===== config.mk =====
export PLATFORM = sky130hd
export DESIGN_NAME = sg_elem_reader
export DESIGN_NICKNAME = d
export VERILOG_FILES = /design/src/rtl/sg_pkg.sv /design/src/rtl/sg_elem_fifo.sv /design/src/rtl/sg_elem_reader.sv
export SDC_FILE = /design/constraint.sdc
export NUM_CORES = 1
export LEC_CHECK = 0
export CORE_MARGIN = 4
export CORE_UTILIZATION = 50
export DETAILED_ROUTE_END_ITERATION = 12
export GPL_ROUTABILITY_DRIVEN = 0
export GPL_TIMING_DRIVEN = 1
export MAX_ROUTING_LAYER = met4
export PLACE_DENSITY = 0.71
export SYNTH_ARGS = -nofsm -noshare
export SYNTH_HDL_FRONTEND = slang
export SYNTH_SLANG_ARGS = --single-unit

===== constraint.sdc =====
create_clock -name CLK -period 4.7 [get_ports CLK]
set_input_delay 0.705 -clock CLK [delete_from_list [all_inputs] [get_ports CLK]]
set_output_delay 0.705 -clock CLK [all_outputs]
set_load 0.03 [all_outputs]

===== src/rtl/sg_pkg.sv =====
// Shared types for the scatter-gather element reader: element word layout,
// assembler state encoding and the queued element record.
package sg_pkg;

    localparam int ELEM_WORDS = 4;
    localparam int W_ADDR_LO  = 0;
    localparam int W_ADDR_HI  = 1;
    localparam int W_LEN      = 2;
    localparam int W_RSVD     = 3;

    typedef enum logic [1:0] {
        IDLE  = 2'd0,
        ACCUM = 2'd1,
        HOLD2 = 2'd2
    } sg_state_e;

    typedef struct packed {
        logic [63:0] addr;
        logic [31:0] len;
    } sg_elem_t;

    // Word W_RSVD is carried in the descriptor but never looked at.
    function automatic sg_elem_t decode_elem(input logic [ELEM_WORDS*32-1:0] i_words);
        sg_elem_t e;
        e.addr = {i_words[W_ADDR_HI*32 +: 32], i_words[W_ADDR_LO*32 +: 32]};
        e.len  = i_words[W_LEN*32 +: 32];
        return e;
    endfunction

endpackage


===== src/rtl/sg_elem_fifo.sv =====
// First-word-fall-through element queue; pointers carry one extra wrap bit so
// full and empty are told apart without a counter.
module sg_elem_fifo #(
    parameter int C_WIDTH = 96,
    parameter int C_DEPTH = 4
) (
    input  logic               i_clk,
    input  logic               i_rst,
    input  logic               i_clr,
    input  logic               i_push,
    input  logic [C_WIDTH-1:0] i_data,
    input  logic               i_pop,
    output logic [C_WIDTH-1:0] o_data,
    output logic               o_empty,
    output logic               o_full
);

    localparam int AW = $clog2(C_DEPTH);
    localparam logic [AW:0] C_ONE = {{AW{1'b0}}, 1'b1};

    logic [AW:0]        r_wr_ptr;
    logic [AW:0]        r_rd_ptr;
    logic [C_WIDTH-1:0] r_mem [C_DEPTH];
    logic               w_push;
    logic               w_pop;

    assign o_empty = (r_wr_ptr == r_rd_ptr);
    assign o_full  = (r_wr_ptr[AW] != r_rd_ptr[AW]) &&
                     (r_wr_ptr[AW-1:0] == r_rd_ptr[AW-1:0]);
    assign w_push  = i_push && !o_full;
    assign w_pop   = i_pop && !o_empty;
    // Storage is not reset, so the head is masked to zero while empty.
    assign o_data  = o_empty ? '0 : r_mem[r_rd_ptr[AW-1:0]];

    always_ff @(posedge i_clk or posedge i_rst) begin
        if (i_rst) begin
            r_wr_ptr <= '0;
            r_rd_ptr <= '0;
        end else if (i_clr) begin
            r_wr_ptr <= '0;
            r_rd_ptr <= '0;
        end else begin
            if (w_push) r_wr_ptr <= r_wr_ptr + C_ONE;
            if (w_pop)  r_rd_ptr <= r_rd_ptr + C_ONE;
        end
    end

    always_ff @(posedge i_clk) begin
        if (w_push) r_mem[r_wr_ptr[AW-1:0]] <= i_data;
    end

endmodule


===== src/rtl/sg_elem_reader.sv =====
// Assembles 128-bit SG descriptors from a FWFT beat stream into an element FIFO.
// Define SG_SKIP_ZERO_LEN_EN to consume but drop elements whose len is zero.
module sg_elem_reader
    import sg_pkg::*;
#(
    parameter int C_DATA_WIDTH = 128,
    parameter int C_ELEM_DEPTH = 4
) (
    input  logic                    CLK,
    input  logic                    RST,
    input  logic [C_DATA_WIDTH-1:0] SG_DATA,
    input  logic                    SG_DATA_EMPTY,
    output logic                    SG_DATA_REN,
    input  logic                    SG_RST,
    input  logic                    SG_ERR,
    output logic [63:0]             SG_ELEM_ADDR,
    output logic [31:0]             SG_ELEM_LEN,
    output logic                    SG_ELEM_RDY,
    input  logic                    SG_ELEM_REN,
    output logic                    SG_ELEM_ERR,
    output sg_state_e               o_dbg_state
);

    localparam bit         C_WIDE      = (C_DATA_WIDTH == 256);
    localparam int         C_BEATS     = C_WIDE ? 1 : (ELEM_WORDS * 32) / C_DATA_WIDTH;
    localparam logic [1:0] C_LAST_BEAT = 2'(C_BEATS - 1);

    sg_state_e    r_state;
    logic [1:0]   r_beat;
    logic [127:0] r_accum;
    logic         r_err;

    logic [127:0] w_lo;
    logic [127:0] w_hi;
    sg_elem_t     w_elem_lo;
    sg_elem_t     w_elem_hi;
    sg_elem_t     w_push_elem;
    sg_elem_t     w_head;
    logic         w_final;
    logic         w_permit;
    logic         w_pop_sg;
    logic         w_push;
    logic         w_full;
    logic         w_empty;
    logic         w_keep_lo;
    logic         w_keep_hi;

    // Narrow widths merge the current beat into the partial descriptor; at 256
    // bits one beat is two whole descriptors and r_accum parks the upper one.
    generate
        if (C_WIDE) begin : g_wide
            assign w_lo = SG_DATA[127:0];
            assign w_hi = SG_DATA[C_DATA_WIDTH-1:128];
        end else begin : g_narrow
            always_comb begin
                w_lo = r_accum;
                w_lo[r_beat*C_DATA_WIDTH +: C_DATA_WIDTH] = SG_DATA;
            end
            assign w_hi = '0;
        end
    endgenerate

    assign w_elem_lo = decode_elem(w_lo);
    assign w_elem_hi = decode_elem(w_hi);

`ifdef SG_SKIP_ZERO_LEN_EN
    assign w_keep_lo = (w_elem_lo.len != '0);
    assign w_keep_hi = (w_elem_hi.len != '0);
`else
    assign w_keep_lo = 1'b1;
    assign w_keep_hi = 1'b1;
`endif

    // A final beat is only taken when its element is guaranteed a FIFO slot.
    assign w_final     = (r_beat == C_LAST_BEAT);
    assign w_permit    = (r_state != HOLD2) && !(w_final && w_full);
    assign w_pop_sg    = !SG_DATA_EMPTY && !r_err && !SG_RST && !RST && w_permit;
    assign SG_DATA_REN = w_pop_sg;

    always_comb begin
        w_push      = 1'b0;
        w_push_elem = w_elem_lo;
        if (SG_RST) begin
            w_push = 1'b0;
        end else if (r_state == HOLD2) begin
            w_push      = !w_full;
            w_push_elem = decode_elem(r_accum);
        end else if (w_pop_sg && w_final) begin
            if (w_keep_lo) begin
                w_push = 1'b1;
            end else if (C_WIDE && w_keep_hi) begin
                w_push      = 1'b1;
                w_push_elem = w_elem_hi;
            end
        end
    end

    always_ff @(posedge CLK or posedge RST) begin
        if (RST) begin
            r_state <= IDLE;
            r_beat  <= '0;
            r_accum <= '0;
            r_err   <= 1'b0;
        end else if (SG_RST) begin
            r_state <= IDLE;
            r_beat  <= '0;
            r_err   <= 1'b0;
        end else begin
            if (SG_ERR) r_err <= 1'b1;
            case (r_state)
                HOLD2: begin
                    if (!w_full) r_state <= IDLE;
                end
                default: begin
                    if (w_pop_sg) begin
                        if (w_final) begin
                            r_beat <= '0;
                            if (C_WIDE && w_keep_lo && w_keep_hi) begin
                                r_accum <= w_hi;
                                r_state <= HOLD2;
                            end else begin
                                r_state <= IDLE;
                            end
                        end else begin
                            r_beat  <= r_beat + 2'd1;
                            r_accum <= w_lo;
                            r_state <= ACCUM;
                        end
                    end
                end
            endcase
        end
    end

    sg_elem_fifo #(
        .C_WIDTH(96),
        .C_DEPTH(C_ELEM_DEPTH)
    ) u_fifo (
        .i_clk  (CLK),
        .i_rst  (RST),
        .i_clr  (SG_RST),
        .i_push (w_push),
        .i_data (w_push_elem),
        .i_pop  (SG_ELEM_REN && !SG_RST),
        .o_data (w_head),
        .o_empty(w_empty),
        .o_full (w_full)
    );

    assign SG_ELEM_ADDR = w_head.addr;
    assign SG_ELEM_LEN  = w_head.len;
    assign SG_ELEM_RDY  = !w_empty;
    assign SG_ELEM_ERR  = r_err;
    assign o_dbg_state  = r_state;

endmodule


==> flow_summary.ini <==
[status]
outcome = finished, final reports clean

[yosys]
syn_inst = 1217
avgSynthCellArea_um2 = 16.4
yosysTopAreaCellShare_pct = 57.6
synth_area_leaders = edfxtp_1, dfrtp_1, mux4_2, a32o_1, nor2b_1
yosysSeqAreaShare_pct = 70.9
synth-seq-cells = 490
yosysTopAreaCell = edfxtp_1
syn_nets = 1359
syn_area_um2 = 20000
ys_warn_count = 0
synth_cell_types = 37

[sta]
hold_viol = 0
rsz0062_at_grt = no
finalSetupTns_ns = 0
slew_viol_final = 0
setup_violations = 0
worstMarginPinSlew_ns = 0.894
min_period_over_period_pct = 88.6
relSlewSlack_pct = 39.7
finalClockSkew_ns = 0.00958
fin_crit_ns = 4.17
fmax_mhz = 240

[clock_network]
root_buffer = clkbuf_16
cts_max_level = 2
post_cts_resized = 0
cts.sinks = 490
post_cts_buffers = 0
clk_latency_ns = 0.58
clkTransAtPathRegs_ns = 0.06
cts_tree = yes
numCtsBuffers = 50
cts_hold_buffers = 0
clockBufferDepth = 3

[power_and_ir_drop]
p_per_area_nw_per_um2 = 420
leakage_nw = 8.35
peakVddDrop_uv = 397

[routing]
drt-met1-wl_mm = 17.6
vias = 11100
wl_met3_mm = 2.27
viasPerCell = 5.64
routed_wl_mm = 43.5
antenna_left = 0
first_pass_iters = 5
highest_layer = met4
drt_iter0_drc = 880
drc_errors = 0
post_drt_wl_per_cell_um = 22.0
wl_met2_mm = 22.5

[job]
maxCapViolations = 0

[placement]
port_buffers = 201
numPlacedInstances = 1878
hpwl_mm = 24.3

[finish]
drive_gt1_share_pct = 14.9
final_cells = 1975
n_fill_cell = 2932
syn_to_final_growth_pct = 21.7
layout.nets = 1547
layout_commonest_cell = edfxtp_1
final_cell_mix = edfxtp_1, clkdlybuf4s50_1, inv_1, dfrtp_1, nand2_1

[floorplanning]
core_um2 = 39600
pin_count = 235
rows = 73
die_area_um2 = 43300
die_y_um = 208
initial_core_util_pct = 50.5
die_x_um = 208

[setup_path]
worst_setup_path_start_kind = register
slowest_stage = and3_4
crit_arrival_ns = 3.46
cp-end-kind = output pin
worst-path-max-fanout = 44
cpLargestDelayFamily = simple AND/OR/NAND/NOR gates
required_ns = 3.99
crit_chain = xnor2_1 > and3_4 > buf_12 > and2b_1 > clkdlybuf4s50_1
max_stage_delay_ns = 0.71
critPathKind = reg2out
path_buf_inv = 2

[hold_path]
hold_path_class = reg2reg

[grt]
grt_usage_pct = 20.7
antenna_found_initial = 4
grt_max_degree = 149
grt_pass1_wl_mm = 67.9
grt_overflow_total = 0
grt_pass1_vias = 11700
## sequential cells by signal, indices dropped and copies added, names as in the netlist
| name | count |
|---|---|
| r_accum | 96 |
| u_fifo.r_wr_ptr | 3 |
| u_fifo.r_rd_ptr | 3 |
| SG_ELEM_ERR | 1 |
| r_beat | 2 |
| u_fifo.r_mem | 384 |
| o_dbg_state | 1 |
## report_power, final
group / internal [mW] / switching, mW
Sequential: 4.75 / 0.0462
Clock: 2.48 / 1.59
Combinational: 0.612 / 0.762
Total: 7.84 / 2.40
## cell usage after synthesis
cell	n
buf_6	4
buf_2	35
inv_1	107
nand2b_1	1
dfrtp_1	106
and2_1	5
nand2_1	100
nand3_2	1
nor2b_1	90
or4bb_1	1
a31o_2	1
mux4_2	96
a32o_1	96
o41ai_1	1
a21oi_1	1
ha_1	8
and2b_1	7
nor4_4	1
mux2i_1	3
o311ai_0	1
o311a_1	1
clkbuf_2	1
xor2_1	2
buf_1	2
a311o_1	1
buf_4	5
clkbuf_1	41
xnor2_1	3
a31oi_1	2
nor2_1	6
conb_1	1
mux2_2	4
o31ai_1	1
and3_1	1
edfxtp_1	384
o21ai_0	96
nor3b_1	1
## final cells by class
class	count	area [um^2]	share of cell area, %
diodes	4	10.0	0.0411
clock inverters	23	268	1.10
flip-flops and latches	490	14200	58.3
inverters	107	407	1.67
multi-input cells	532	5040	20.7
well taps	525	657	2.70
clock buffers	70	1450	5.95
repair buffers	224	2330	9.58
## per-layer routing
metal	vias to the layer above	track usage, %
li1	5014	-
met3	71	3.21
met2	319	34.7
met5	-	-
met1	5740	26.4
met4	0	6.70
## kinds of logic after synthesis
kind of cell               count (synthesis)  share of synthesized area (%)
buffers and inverters                    195                           4.13
and+or+nand+nor                          214                           5.53
DFF                                      490                           70.9
other                                      1                         0.0187
AOI/OAI and AO/OA                        201                           7.56
adders and majority gates                  8                          0.500
muxes                                    103                           11.2
xor gates and xnor gates                   5                          0.219
## through the flow
step	power, mW	setup slack, ns	cell area [um^2]	utilization, %	hold WS [ns]
floorplan	5.70	0.448	20000	-	0.466
global placement	6.26	1.05	22600	57.1	0.473
detailed placement	6.28	1.04	22600	57.1	0.481
CTS	10.4	0.405	24400	61.4	0.494
global route	10.6	0.311	24400	61.5	0.498
finish	10.2	0.534	24400	61.5	0.490
## worst paths after layout
| kind | startpoint | to | slack, ns | cells after the start |
|---|---|---|---|---|
| max in group asynchronous | RST | r_accum[87] | 3.04 | 3 |
| min in group asynchronous | RST | r_accum[93] | 0.70 | 2 |
| worst max-delay path | u_fifo.r_rd_ptr[1] | SG_ELEM_LEN[7] | 0.53 | 5 |
| worst min-delay path | r_accum[79] | r_accum[79] | 0.49 | 1 |
| worst min register to register | r_accum[79] | r_accum[79] | 0.49 | 1 |
| worst max register to register | u_fifo.r_rd_ptr[0] | u_fifo.r_mem[2][34] | 1.73 | 5 |
(Power assumes the default switching activity.)
